<file path="config.mk">
export PLATFORM = sky130hd
export DESIGN_NAME = umi_mem_tester
export DESIGN_NICKNAME = d
export VERILOG_FILES = /design/src/rtl/umi_mem_tester.sv
export SDC_FILE = /design/constraint.sdc
export NUM_CORES = 1
export LEC_CHECK = 0
export ABC_AREA = 1
export BUFFER_PORTS_ARGS = -buffer_cell sky130_fd_sc_hd__clkbuf_2
export CORE_AREA = 2 2 408 410
export DETAILED_ROUTE_END_ITERATION = 8
export DIE_AREA = 0 0 410 412
export SLEW_MARGIN = 20
export SYNTH_ARGS = -nofsm -noshare
export SYNTH_HDL_FRONTEND = slang
export SYNTH_SLANG_ARGS = --single-unit
</file>
<file path="constraint.sdc">
create_clock -name clk -period 5.38 [get_ports clk]
set_clock_uncertainty 0.1 [all_clocks]
set_input_delay 0.269 -clock clk [delete_from_list [all_inputs] [get_ports clk]]
set_output_delay 0.269 -clock clk [all_outputs]
set_load 0.005 [all_outputs]
</file>
<file path="src/rtl/umi_mem_tester.sv">
// UMI host-side memory tester: writes a seeded pattern to a UMI device, reads it back and checks it.
// Define UMI_TESTER_POSTED_EN to issue posted writes (REQ_POSTED, no write responses awaited).
module umi_mem_tester #(
  parameter int CW      = 32,
  parameter int AW      = 64,
  parameter int DW      = 256,
  parameter int CNTW    = 16,
  parameter int TIMEOUT = 1024
) (
  input  logic            clk,
  input  logic            reset,
  input  logic            start,
  input  logic [AW-1:0]   base_addr,
  input  logic [AW-1:0]   host_addr,
  input  logic [CNTW-1:0] count,
  input  logic [31:0]     seed,
  output logic            uhost_req_valid,
  output logic [CW-1:0]   uhost_req_cmd,
  output logic [AW-1:0]   uhost_req_dstaddr,
  output logic [AW-1:0]   uhost_req_srcaddr,
  output logic [DW-1:0]   uhost_req_data,
  input  logic            uhost_req_ready,
  input  logic            uhost_resp_valid,
  input  logic [CW-1:0]   uhost_resp_cmd,
  input  logic [AW-1:0]   uhost_resp_dstaddr,
  input  logic [AW-1:0]   uhost_resp_srcaddr,
  input  logic [DW-1:0]   uhost_resp_data,
  output logic            uhost_resp_ready,
  output logic            busy,
  output logic            done,
  output logic            pass,
  output logic            timeout,
  output logic [CNTW-1:0] err_count
);

  localparam logic [4:0] OP_REQ_READ   = 5'h01;
  localparam logic [4:0] OP_REQ_WRITE  = 5'h03;
  localparam logic [4:0] OP_REQ_POSTED = 5'h05;
  localparam logic [4:0] OP_RESP_READ  = 5'h02;
  localparam logic [4:0] OP_RESP_WRITE = 5'h04;
  localparam int         BSH           = $clog2(DW/8);
  localparam logic [31:0] TMO_LAST     = (TIMEOUT > 0) ? 32'(TIMEOUT - 1) : 32'd0;

`ifdef UMI_TESTER_POSTED_EN
  localparam logic [4:0] OP_WR = OP_REQ_POSTED;
`else
  localparam logic [4:0] OP_WR = OP_REQ_WRITE;
`endif

  typedef enum logic [2:0] {
    S_IDLE, S_WR_REQ, S_WR_RESP, S_RD_REQ, S_RD_RESP, S_DONE
  } state_e;

  function automatic logic [CW-1:0] mk_cmd(input logic [4:0] op);
    logic [CW-1:0] c;
    c        = '0;
    c[4:0]   = op;
    c[7:5]   = 3'd3;
    c[15:8]  = 8'(DW/64 - 1);
    c[22]    = 1'b1;
    return c;
  endfunction

  function automatic logic [CNTW-1:0] sat_add(input logic [CNTW-1:0] a, input logic [1:0] n);
    logic [CNTW:0] s;
    s = {1'b0, a} + (CNTW+1)'(n);
    return s[CNTW] ? '1 : s[CNTW-1:0];
  endfunction

  state_e          state_q;
  logic [CNTW-1:0] k_q, count_q, err_q;
  logic [AW-1:0]   base_q, host_q;
  logic [31:0]     seed_q, tmo_q;
  logic            tmo_flag_q;
  logic            req_valid_q;
  logic [CW-1:0]   req_cmd_q;
  logic [AW-1:0]   req_dst_q, req_src_q;
  logic [DW-1:0]   req_data_q;

  logic [CNTW:0]   k_inc_d;
  logic            last_d;
  logic [AW-1:0]   word_addr_d;
  logic [DW-1:0]   word_data_d;
  logic [1:0]      fails_d;
  logic            rd_phase_d;

  // Word-k addressing/pattern and response checks, all derived from registered state.
  always_comb begin
    k_inc_d     = {1'b0, k_q} + (CNTW+1)'(1);
    last_d      = (k_inc_d == {1'b0, count_q});
    word_addr_d = base_q + (AW'(k_q) << BSH);
    word_data_d = {(DW/32){seed_q + 32'(k_q)}};
    rd_phase_d  = (state_q == S_RD_RESP);
    fails_d     = 2'({1'b0, uhost_resp_cmd[4:0] != (rd_phase_d ? OP_RESP_READ : OP_RESP_WRITE)})
                + 2'({1'b0, uhost_resp_dstaddr != host_q})
                + 2'({1'b0, rd_phase_d && (uhost_resp_data != word_data_d)});
  end

  // NOTE: all state here is updated with non-blocking assignments so every register
  // samples the pre-edge values; blocking ones would make results depend on statement order.
  always_ff @(posedge clk) begin
    if (reset) begin
      state_q     <= S_IDLE;
      k_q         <= '0;
      count_q     <= '0;
      err_q       <= '0;
      base_q      <= '0;
      host_q      <= '0;
      seed_q      <= '0;
      tmo_q       <= '0;
      tmo_flag_q  <= 1'b0;
      req_valid_q <= 1'b0;
      req_cmd_q   <= '0;
      req_dst_q   <= '0;
      req_src_q   <= '0;
      req_data_q  <= '0;
    end else begin
      case (state_q)
        S_IDLE, S_DONE: begin
          if (start) begin
            base_q     <= base_addr;
            host_q     <= host_addr;
            count_q    <= count;
            seed_q     <= seed;
            k_q        <= '0;
            err_q      <= '0;
            tmo_flag_q <= 1'b0;
            state_q    <= (count == '0) ? S_DONE : S_WR_REQ;
          end
        end
        S_WR_REQ, S_RD_REQ: begin
          // Fields load one cycle after entry and are frozen until the handshake.
          if (!req_valid_q) begin
            req_valid_q <= 1'b1;
            req_cmd_q   <= mk_cmd((state_q == S_WR_REQ) ? OP_WR : OP_REQ_READ);
            req_dst_q   <= word_addr_d;
            req_src_q   <= host_q;
            req_data_q  <= (state_q == S_WR_REQ) ? word_data_d : '0;
          end else if (uhost_req_ready) begin
            req_valid_q <= 1'b0;
            tmo_q       <= '0;
            if (state_q == S_RD_REQ) begin
              state_q <= S_RD_RESP;
            end else begin
`ifdef UMI_TESTER_POSTED_EN
              k_q     <= last_d ? '0 : k_inc_d[CNTW-1:0];
              state_q <= last_d ? S_RD_REQ : S_WR_REQ;
`else
              state_q <= S_WR_RESP;
`endif
            end
          end
        end
        S_WR_RESP, S_RD_RESP: begin
          if (uhost_resp_valid) begin
            err_q <= sat_add(err_q, fails_d);
            k_q   <= last_d ? '0 : k_inc_d[CNTW-1:0];
            if (rd_phase_d) state_q <= last_d ? S_DONE : S_RD_REQ;
            else            state_q <= last_d ? S_RD_REQ : S_WR_REQ;
          end else if ((TIMEOUT != 0) && (tmo_q == TMO_LAST)) begin
            tmo_flag_q <= 1'b1;
            err_q      <= sat_add(err_q, 2'd1);
            state_q    <= S_DONE;
          end else begin
            tmo_q <= tmo_q + 32'd1;
          end
        end
        default: state_q <= S_IDLE;
      endcase
    end
  end

  assign uhost_req_valid   = req_valid_q;
  assign uhost_req_cmd     = req_cmd_q;
  assign uhost_req_dstaddr = req_dst_q;
  assign uhost_req_srcaddr = req_src_q;
  assign uhost_req_data    = req_data_q;
  assign uhost_resp_ready  = (state_q == S_WR_RESP) || (state_q == S_RD_RESP);
  assign busy              = (state_q != S_IDLE) && (state_q != S_DONE);
  assign done              = (state_q == S_DONE);
  assign timeout           = tmo_flag_q;
  assign err_count         = err_q;
  assign pass              = done && (err_q == '0) && !tmo_flag_q;

  logic unused_ok;
  assign unused_ok = ^{uhost_resp_srcaddr, uhost_resp_cmd[CW-1:5]};

endmodule

</file>
# After elaboration in Yosys (flattened, before gate mapping)
# Index checks and enable logic that the tools add are counted.
[word_totals] latch_bits=0 rom_bits=0 register_bits=635 out_inout_bits=438 input_bits=597 elab_cells=98 memories=0 ram_bits=0
[classes] shift=0 n_div=0 n_mux=34 order_cmp=0 mul=0 n_reduce_logical=22 n_addsub=8 eq_ne=19 n_bitwise=1
[op_table] cell="$mux 256" count=1
[op_table] cell="$ne 256x256->1" count=1
[op_table] cell="$mux 32" count=4
[op_table] cell="$mux 16" count=7
[op_table] cell="$add 64x21->64" count=1
[op_table] cell="$ne 64x64->1" count=1
[op_table] cell="$pmux 16 s2" count=2
[op_table] cell="$pmux 32 s2" count=1
[op_table] cell="$add 16x1->17 const B" count=2
[op_table] cell="$add 32x1->32 const B" count=1
[op_table] cell="$add 32x16->32" count=1
[op_table] cell="$eq 32x10->1 const B" count=1
[op_table] cell="$logic_not 16->1" count=2
[op_table] cell="$mux 3" count=10
[op_table] cell="$add 16x2->17" count=1
[op_table] cell="$eq 17x16->1" count=1
[op_table] cell="$ne 2x2->1 const B" count=7
[op_table] cell="$pmux 3 s3" count=1
[op_table] cell="$reduce_and 4->1" count=2
[op_table] cell="$eq 3x2->1 const B" count=2
[op_table] cell="$eq 3x3->1 const B" count=2
[op_table] cell="$ne 3x3->1 const B" count=2
[op_table] cell="$reduce_and 3->1" count=2
[op_table] cell="$reduce_or 2->1" count=3
[op_table] cell="other kinds (16)" count=26

# Depth between registers and ports, before layout
# Gate-level depths: netlist of the first run.
[depth] depth_word=9 mapped_depth=38 depth_no_buf=38

# Worst setup path before layout of the first run
# No wires, ideal clock.
[synth_path] path_kind="register -> register" from="register k_q[0]" to="register err_q[2], in the netlist err_count[2]" required_time_ps=5210 path_buffers=0 path_stages_with_launch=35 period_less_slack_ps=4801 t_arrival_ps=4631 slack_ps=579 setup_time_ps=70 path_cell_list="dfxtp_1 ha_1 inv_1 fa_1 inv_1 nand3_1 nand2_1 nand2_1 nand2_1 nand2_1 nand2_1 nand2_1 nand2_1 nand2_1 nor2_1 nand2_1 nor2_1 nand3_1 nor2_1 nand2_1 nor2_1 nand3_1 nand2_1 fa_1 inv_1 ha_1 fa_1 nand2_1 nor2_1 nand2_1 o21ai_2 inv_1 a221oi_1 o21ai_0 a21oi_1"
[synth_via] elab_chain_cells=8
[synth_lines] item="from (decl)" line_no="71" text="logic [CNTW-1:0] k_q, count_q, err_q;"
[synth_lines] item="from (signal assigned)" line_no="157" text="k_q <= last_d ? '0 : k_inc_d[CNTW-1:0];"
[synth_lines] item="$add 32x16->32" line_no="92" text="word_data_d = {(DW/32){seed_q + 32'(k_q)}};"
[synth_lines] item="$ne 256x256->1" line_no="96" text="+ 2'({1'b0, rd_phase_d && (uhost_resp_data != word_data_d)});"
[synth_lines] item="$logic_and 1x1->1" line_no="96"
[synth_lines] item="$add 2x1->2" line_no="96"
[synth_lines] item="$add 16x2->17" line_no="66" text="s = {1'b0, a} + (CNTW+1)'(n);"
[synth_lines] item="$mux 16" line_no="67" text="return s[CNTW] ? '1 : s[CNTW-1:0];"
[synth_lines] item="$mux 16" line_no="155" text="if (uhost_resp_valid) begin"
[synth_lines] item="$pmux 16 s2" line_no="118" text="case (state_q)"
[synth_lines] item="to (signal assigned)" line_no="156" text="err_q <= sat_add(err_q, fails_d);"
[synth_lines] item="to (signal assigned)" line_no="162" text="err_q <= sat_add(err_q, 2'd1);"
[synth_lines] item="to (decl)" line_no="71"
# No other way between the ends.
# A chain may end at the register's enable or synchronous reset.

# Final worst setup path of the first run
[layout_path] from="register k_q[0]" to="register err_q[12], in the netlist err_count[12]"
# Same word-level chain as after synthesis.

==> impl_metrics.json, run 1 <==
{
  "relSlewSlack_pct": 31.6,
  "port_buffers": 918,
  "drive_gt1_share_pct": 27.0,
  "hold_viol": 0,
  "areaGrowthSynthToFinish_pct": 39.7,
  "grt_overflow": 0,
  "rsz0062_at_grt": "true",
  "yosys.area.top_type": "dfxtp_1",
  "whs_path_depth": 4,
  "routed_wirelength_um": 158000,
  "async_flop_share_pct": 0,
  "root_buffer": "clkbuf_16",
  "synth-seq-area-share_pct": 30.0,
  "synth.area.top_cells": "dfxtp_1, nand2_1, nor2_1, buf_4, o21ai_0",
  "drt_iter0_drc": 1896,
  "post_drt_wl_per_cell_um": 21.2,
  "max_slew.worst_pin.slew_ps": 1030,
  "drc": 0,
  "holdCritPathClass": "in -> reg",
  "dp_hpwl_um": 131000,
  "crit_arrival_ps": 5530,
  "start_util_pct": 16.5,
  "boundaryPins": 1035,
  "stdcell_count": 7482,
  "p_leak_nw": 17.9,
  "p_int_w": 0.00837,
  "track_usage_pct": 17.8,
  "dp_slack_ps": -465,
  "routabilityCongestion": 0.963,
  "final_cell_mix": "clkbuf_2, nand2_1, nor2_1",
  "nFillCells": 18500,
  "fmax_mhz": 197,
  "ys.flop_type": "dfxtp_1",
  "worstRegToRegCells": 37,
  "power_w": 0.0148,
  "cts_tree": "built",
  "cts_made_buffers": 55,
  "synth_edf_count": 0,
  "end_kind": "flip-flop",
  "dp.cells": 7168,
  "cts_sinks": 407,
  "crit_fanout": 4,
  "final_common_cell": "clkbuf_2",
  "viasPerCell": 4.24,
  "avgSynthCellArea_um2": 6.36,
  "drt_first_pass_iters": 5,
  "grt_max_degree": 177,
  "p_sw_share_pct": 43.6,
  "die_height_um": 412,
  "finalSetupViolations": 0,
  "ant_nets": 0,
  "path_clk_slew_ps": 60,
  "core_um2": 164000,
  "yosysUniqueCellTypes": 65,
  "htree_levels": 2,
  "min_period_ps": 5080,
  "post-route-period-util_pct": 94.4,
  "cp_common_cell": "buf_4",
  "status": "finished clean",
  "worstSetupStartpointType": "flip-flop",
  "die-area_um2": 169000,
  "clockBufferDepth": 3,
  "cp_slowest_cell": "fa_1",
  "slowest_delay_ps": 400,
  "comb_power_share_pct": 41.7,
  "report.final.slew_viol_count": 0,
  "p_switching_w": 0.00646,
  "row_count": 149,
  "yosys_warnings": 0,
  "nNetsFinal": 5867,
  "yosysTopAreaCellShare_pct": 30.0,
  "clk_latency_ps": 680,
  "critPathKind": "reg -> reg",
  "power.density_nw_per_um2": 391,
  "ys_ff_latch": 407,
  "fin_ws_ps": 299,
  "power_frac_seq_pct": 32.6,
  "p_clk_share_pct": 25.8,
  "die_w_um": 410,
  "antenna_found_initial": 64,
  "ir_drop_mv": 0.353,
  "worstPathRequired_ps": 5830,
  "reg2reg_slack_ps": 300,
  "syn_inst": 4269,
  "max-cap-violations": 0,
  "grt_pass1_wl_um": 217000,
  "vias": 31700,
  "grt_pass1_vias": 29900,
  "synth_area_um2": 27100
}
==> logic make-up (layout without fill, tap and decap cells) <==
group | Yosys count | count (layout) | synth area share (%)
adder cells (fa/ha/maj) | 43 | 43 | 2.09
other | 1 | 47 | 0.0138
XOR/XNOR | 124 | 124 | 4.00
flip-flops | 407 | 407 | 30.0
AO/OA/AOI/OAI | 658 | 658 | 13.3
buffers and inverters | 832 | 1810 | 15.1
AND/OR/NAND/NOR | 2204 | 2204 | 35.5
==> per-stage QoR <==
| step | cell area, um^2 | setup TNS [ps] | hold slack, ps | util, % |
|---|---|---|---|---|
| finish | 37900 | 0 | 296 | 23.1 |
| global route | 37900 | -291 | 286 | 23.1 |
| CTS | 37300 | 0 | 240 | 22.7 |
| detailed placement | 33400 | -5850 | 363 | 20.4 |
| global placement | 33400 | -6900 | 354 | 20.4 |
| floorplan | 27200 | 0 | 297 | - |
==> final timing paths <==
check | startpoint | endpoint
max | k_q[0] | err_count[12]
min reg2reg | uhost_req_cmd[1] | uhost_req_cmd[1]
min | base_addr[4] | base_q[4]
max reg2reg | k_q[0] | err_count[12]
==> metal layers <==
metal	routed length (um)	global-route usage, %	part of all wire [%]
met1	65800	21.5	42
met3	11700	4.71	7.4
met5	211	0	0.13
met2	75300	30.5	48
met4	5300	5.78	3.3
==> Yosys cell counts (4+ instances only) <==
cell type,number
o21bai_1,18
nand3_1,268
ha_1,39
xnor2_1,66
o21ai_1,4
o22ai_1,10
dfxtp_1,407
a21oi_1,208
or2_2,16
nand4_1,62
xor2_1,58
nor2_2,7
nand2_2,38
nor3_1,55
a21o_1,5
nor2_1,645
nand3_2,14
clkbuf_1,125
nand3b_1,69
o2111ai_1,4
buf_2,6
o211ai_1,25
a31oi_1,5
o21a_1,11
nor3_2,7
inv_2,7
fa_1,4
a21oi_2,5
inv_1,433
o221ai_1,8
buf_4,256
o21ai_0,335
a211oi_1,6
nor4_1,41
nand2_1,951
or3_1,6
==> what timing repair did <==
item	4_1_cts	5_1_grt
buffers inserted	1	10
hold endpoints to repair	191	0
setup endpoints to repair	16	16
resized for setup	55	124
hold buffers	180	0
pin swaps	8	32
==> registers in the layout, summed over array words and instances (netlist names) <==
name,cells
tmo_q,32
count_q,16
uhost_req_valid,1
uhost_req_srcaddr,64
uhost_req_cmd,2
timeout,1
uhost_req_dstaddr,64
host_q,64
base_q,64
k_q,16
seed_q,32
uhost_req_data,32
err_count,16
state_q,3
==> power by group through the flow <==
stage | Clock [W] | Sequential, W | Combinational (W)
finish | 0.00382 | 0.00483 | 0.00618
floorplan | 0 | 0.00455 | 0.00357
detailed placement | 0 | 0.00487 | 0.00596
global placement | 0 | 0.00485 | 0.00593
global route | 0.00407 | 0.00494 | 0.00690
CTS | 0.00396 | 0.00482 | 0.00613
==> area by class of cell <==
cell class,instances,area (um^2),share of cell area (%)
Antenna cell,22,55.1,0.145
Clock buffer,77,1550,4.08
Clock inverter,24,290,0.765
Inverter,441,1670,4.40
Multi-Input combinational cell,3054,15700,41.4
Sequential cell,407,8170,21.5
Tap cell,2189,2740,7.22
Timing Repair Buffer,1268,7760,20.5
==> critical path, delay by kind of cell (launching register included) <==
family | cells | cell delay (ps)
XOR/XNOR | 1 | 150
AO/OA/AOI/OAI | 2 | 260
buffers and inverters | 8 | 960
adder cells (fa/ha/maj) | 5 | 1190
AND/OR/NAND/NOR | 21 | 1960
flip-flops | 1 | 320
(Power assumes the default switching activity.)
==> inputs of run 2 (changes only) <==
==> constraint.sdc (replaced) <==
create_clock -name clk -period 5.6 [get_ports clk]
set_clock_uncertainty 0.1 [all_clocks]
set_input_delay 0.28 -clock clk [delete_from_list [all_inputs] [get_ports clk]]
set_output_delay 0.28 -clock clk [all_outputs]
set_load 0.005 [all_outputs]
==> impl_metrics.json, run 2 (same netlist as run 1, synthesis figures left out) <==
{
  "grt_pass1_wl_um": 219000,
  "grt_overflow": 0,
  "row_count": 149,
  "die_w_um": 410,
  "root_buffer": "clkbuf_16",
  "power.density_nw_per_um2": 385,
  "final_cell_mix": "nand2_1, clkbuf_2, nor2_1",
  "p_leak_nw": 17.6,
  "min_period_ps": 5360,
  "max_slew.worst_pin.slew_ps": 1100,
  "post-route-period-util_pct": 95.6,
  "viasPerCell": 4.27,
  "nNetsFinal": 5810,
  "report.final.slew_viol_count": 0,
  "drc": 0,
  "htree_levels": 2,
  "ant_nets": 0,
  "port_buffers": 918,
  "fmax_mhz": 187,
  "antenna_found_initial": 53,
  "worstPathRequired_ps": 6060,
  "multiInputGateArea_um2": 15500,
  "drt_first_pass_iters": 6,
  "dp_slack_ps": -369,
  "status": "finished clean",
  "die_height_um": 412,
  "slowest_delay_ps": 420,
  "holdCritPathClass": "in -> reg",
  "drive_gt1_share_pct": 25.9,
  "regArea_um2": 8160,
  "crit_arrival_ps": 5810,
  "placed_area_um2": 33000,
  "vias": 31700,
  "areaGrowthSynthToFinish_pct": 37.8,
  "routed_wirelength_um": 160000,
  "critPathKind": "reg -> reg",
  "grt_max_degree": 172,
  "post_drt_wl_per_cell_um": 21.5,
  "drt_iter0_drc": 1988,
  "whs_ps": 69.1,
  "path_clk_slew_ps": 60,
  "fin_util_pct": 22.8,
  "routabilityCongestion": 0.937,
  "boundaryPins": 1035,
  "final_common_cell": "nand2_1",
  "track_usage_pct": 17.9,
  "rsz0062_at_grt": "true",
  "ir_drop_mv": 0.241,
  "fin_ws_ps": 244,
  "die-area_um2": 169000,
  "core_um2": 164000,
  "cts_sinks": 407,
  "relSlewSlack_pct": 26.5,
  "hold_viol": 0,
  "cp_common_cell": "buf_4",
  "clk_latency_ps": 690,
  "finalSetupViolations": 0,
  "max-cap-violations": 0,
  "start_util_pct": 16.5,
  "cts_made_buffers": 56,
  "dp_hpwl_um": 132000,
  "end_kind": "flip-flop",
  "cp_slowest_cell": "fa_1",
  "worstSetupStartpointType": "flip-flop",
  "crit_fanout": 4,
  "cts_tree": "built",
  "setup_tns_ps": 0,
  "nFillCells": 18500,
  "grt_pass1_vias": 29800,
  "clockBufferDepth": 3,
  "design_area_um2": 37400
}
## run 2: stage by stage
| stage | total power (W) | cells |
|---|---|---|
| 3_5_place_dp | 0.0104 | 7108 |
| 6_report | 0.0144 | 7423 |
| 2_1_floorplan | 0.00780 | 4293 |
| 4_1_cts | 0.0145 | 7392 |
| 3_3_place_gp | 0.0103 | 7108 |
| 5_1_grt | 0.0154 | 7419 |
## run 2: what timing repair did
item / in CTS / in global routing
endpoints found under the hold margin: 183 / 0
hold buffers: 178 / 0
gates resized for setup: 15 / 128
pin swaps: 1 / 25
setup buffers: 0 / 15
setup endpoints to repair: 16 / 16
## run 2: critical path: cells and delay by family, from the launching register on
kind / cells / cell delay (ps)
AO/OA/AOI/OAI: 5 / 650
adder cells (fa/ha/maj): 4 / 1140
buffers and inverters: 7 / 970
flip-flops: 1 / 320
AND/OR/NAND/NOR: 17 / 2060
## run 2: metal layers
layer  vias to the layer above  GRT usage, %  wire, um  share of wire (%)
li1                      15400             -         -                  -
met4                        36          5.58      5590                3.5
met1                     14900          21.9     66500                 42
met3                       227          4.42     11400                7.2
met5                         -             0       213               0.13
met2                      1215          30.8     75900                 48
## run 2: final timing paths
path	startpoint	endpoint	slack [ps]	depth (start not counted)
max	k_q[14]	err_count[10]	240	33
min	seed[9]	seed_q[9]	70	3
max reg2reg	k_q[14]	err_count[10]	240	33
min reg2reg	count_q[6]	count_q[6]	370	2
## run 2: layout make-up
type | count | area share [%]
Antenna cell | 16 | 0.107
Clock inverter | 36 | 1.11
Sequential cell | 407 | 21.8
Clock buffer | 70 | 4.13
Inverter | 441 | 4.46
Timing Repair Buffer | 1210 | 19.5
Multi-Input combinational cell | 3054 | 41.5
Tap cell | 2189 | 7.32
## run 2: power breakdown
group	internal (W)	total, W	switching [W]
clock	0.00221	0.00389	0.00168
combinational	0.00209	0.00589	0.00379
sequential	0.00376	0.00463	0.000875
==> inputs of run 3 (changes only) <==
--- a/config.mk
+++ b/config.mk
@@ -5,11 +5,10 @@
 export SDC_FILE = /design/constraint.sdc
 export NUM_CORES = 1
 export LEC_CHECK = 0
-export ABC_AREA = 1
 export BUFFER_PORTS_ARGS = -buffer_cell sky130_fd_sc_hd__clkbuf_2
-export CORE_AREA = 2 2 408 410
+export CORE_AREA = 4 4 402 404
 export DETAILED_ROUTE_END_ITERATION = 8
-export DIE_AREA = 0 0 410 412
+export DIE_AREA = 0 0 406 408
 export SLEW_MARGIN = 20
 export SYNTH_ARGS = -nofsm -noshare
 export SYNTH_HDL_FRONTEND = slang
==> impl_metrics.json, run 3 <==
{
  "status": "complete, but fails checks",
  "violations": "negative setup slack",
  "ant_nets": 0,
  "max-cap-violations": 0,
  "synth-seq-area-share_pct": 34.5,
  "yosysTopAreaCellShare_pct": 34.5,
  "grt_pass1_vias": 26300,
  "drc": 0,
  "clockBufferDepth": 3,
  "synth_most_common_cell": "nand2_1",
  "dp_hpwl_um": 117000,
  "drt_first_pass_iters": 5,
  "cts_sinks": 407,
  "post-route-period-util_pct": 114,
  "core_um2": 158000,
  "end_kind": "flip-flop",
  "yosysUniqueCellTypes": 80,
  "crit_fanout": 4,
  "clk_latency_ps": 640,
  "dp_slack_ps": -1390,
  "report.final.slew_viol_count": 0,
  "cts_made_buffers": 51,
  "grt_max_degree": 170,
  "synth_commonest_cells": "nand2_1, dfxtp_1, a21oi_1, buf_4, nor2_1",
  "nNetsFinal": 4808,
  "power_w": 0.0113,
  "syn_inst": 3129,
  "areaGrowthSynthToFinish_pct": 46.7,
  "ys.flop_type": "dfxtp_1",
  "fin_util_pct": 22.0,
  "crit_start": "seed_q[0]",
  "routabilityCongestion": 0.928,
  "nFillCells": 17600,
  "rsz0062_at_grt": "true",
  "max_slew.worst_pin.slew_ps": 1040,
  "final_cell_mix": "clkbuf_2, nand2_1, dfxtp_1",
  "die_height_um": 408,
  "yosys.area.top_type": "dfxtp_1",
  "critPathKind": "reg -> reg",
  "track_usage_pct": 16.4,
  "placed_area_um2": 30500,
  "routed_wirelength_um": 142000,
  "ir_drop_mv": 0.295,
  "synth_edf_count": 0,
  "boundaryPins": 1035,
  "power.density_nw_per_um2": 326,
  "vias": 27100,
  "setup_tns_ps": -9950,
  "worstPathRequired_ps": 6060,
  "min_period_ps": 6370,
  "r2r_start": "seed_q[0]",
  "fin_ws_ps": -771,
  "avgSynthCellArea_um2": 7.55,
  "final_common_cell": "clkbuf_2",
  "post_drt_wl_per_cell_um": 22.6,
  "design_area_um2": 34700,
  "die-area_um2": 166000,
  "drt_iter0_drc": 1837,
  "synth.area.top_cells": "dfxtp_1, nand2_1, buf_4, a21oi_1, xnor2_1",
  "grt_pass1_wl_um": 195000,
  "grt_overflow": 0,
  "port_buffers": 918,
  "ys_ff_latch": 407,
  "relSlewSlack_pct": 30.7,
  "min-delay-start": "uhost_resp_valid",
  "htree_levels": 2,
  "crit_arrival_ps": 6830,
  "holdCritPathClass": "in -> reg",
  "finalSetupViolations": 16,
  "drive_gt1_share_pct": 32.4,
  "synth_area_um2": 23600,
  "viasPerCell": 4.29,
  "p_leak_nw": 14.5,
  "root_buffer": "clkbuf_16",
  "worstSetupStartpointType": "flip-flop",
  "fmax_mhz": 157,
  "row_count": 146,
  "hold_viol": 0,
  "yosys_warnings": 0,
  "path_clk_slew_ps": 60,
  "antenna_found_initial": 88,
  "cts_tree": "built",
  "die_w_um": 406,
  "start_util_pct": 15.0,
  "async_flop_share_pct": 0
}
-- run 3: cell types whose count changed after synthesis, sizes merged, moves of 24 or more --
cell,delta
nor2,-432
inv,-388
nand2,-360
o21ai,-271
nand3,-208
a21oi,+144
xnor2,+63
nand3b,-61
a211oi,+45
mux2i,+29
and3,+28
a22oi,+27
nand4,+26
or3,+24
-- run 3: area by class of cell --
class	instances	area, um^2	area share (%)
flip-flops and latches	407	8160	23.5
diodes	34	85.1	0.246
multi-input cells	2279	13200	38.2
inverters	52	195	0.563
clock inverters	32	365	1.05
clock buffers	63	1410	4.08
well taps	2072	2590	7.48
repair buffers	1377	8620	24.9
-- run 3: stage by stage --
stage / hold WS, ps / std cells
2_1_floorplan: 316 / 3153
6_report: 243 / 6316
5_1_grt: 242 / 6305
3_3_place_gp: 337 / 5985
3_5_place_dp: 346 / 5985
4_1_cts: 169 / 6277
-- run 3: kinds of logic (layout without fill, tap and decap cells) --
group,Yosys count,after routing,share of synthesized area (%)
flip-flops,407,407,34.5
other,1,59,0.0159
multiplexers,35,35,1.52
adder cells (fa/ha/maj),43,43,2.41
AO/OA/AOI/OAI,654,654,16.6
buffers and inverters,467,1524,11.6
XOR/XNOR,200,200,7.45
AND/OR/NAND/NOR,1322,1322,25.9
-- run 3: worst paths after layout --
check | to | slack, ps | cells past startpoint
worst min register to register | uhost_req_dstaddr[4] | 350 | 2
worst min-delay path | err_count[10] | 240 | 4
worst max register to register | err_count[9] | -770 | 27
worst max-delay path | err_count[9] | -770 | 27
-- run 3: critical path: stages, from the launching register on --
cell and delay (ps):
dfxtp_2 360, ha_4 140, inv_2 30, fa_2 350, and2b_2 270, buf_4 120
o221a_4 210, o211ai_4 120, o2bb2ai_4 190, or4b_4 590, xnor2_4 180, or4_1 420
a211o_1 290, or4_4 560, o21ai_4 160, buf_12 150, fa_1 410, inv_1 80
ha_2 190, fa_2 210, nand2_2 60, nor2_1 100, nor2_1 70, o21ai_1 100
nand4_1 150, nor3_2 160, or3b_4 400, a21oi_2 110
-- run 3: timing repair --
item / CTS / global route
setup buffers: 1 / 5
hold endpoints to repair: 198 / 0
resized for setup: 27 / 28
hold buffers: 196 / 0
gates cloned: 0 / 0
setup endpoints to repair: 16 / 16
pin swaps: 26 / 18
-- run 3: report_power, final --
part,switching [W],internal (W),leakage (nW)
clock,0.00150,0.00208,0.882
sequential,0.000495,0.00338,3.32
combinational,0.00237,0.00146,10.3
total,0.00437,0.00692,14.5
-- run 3: per-layer routing --
layer | routed length, um | track usage, % | vias up
li1 | - | - | 12800
met1 | 57200 | 19.2 | 12800
met2 | 67000 | 27.8 | 1175
met3 | 11100 | 4.56 | 307
met4 | 7080 | 7.34 | 26
met5 | 148 | 0 | -
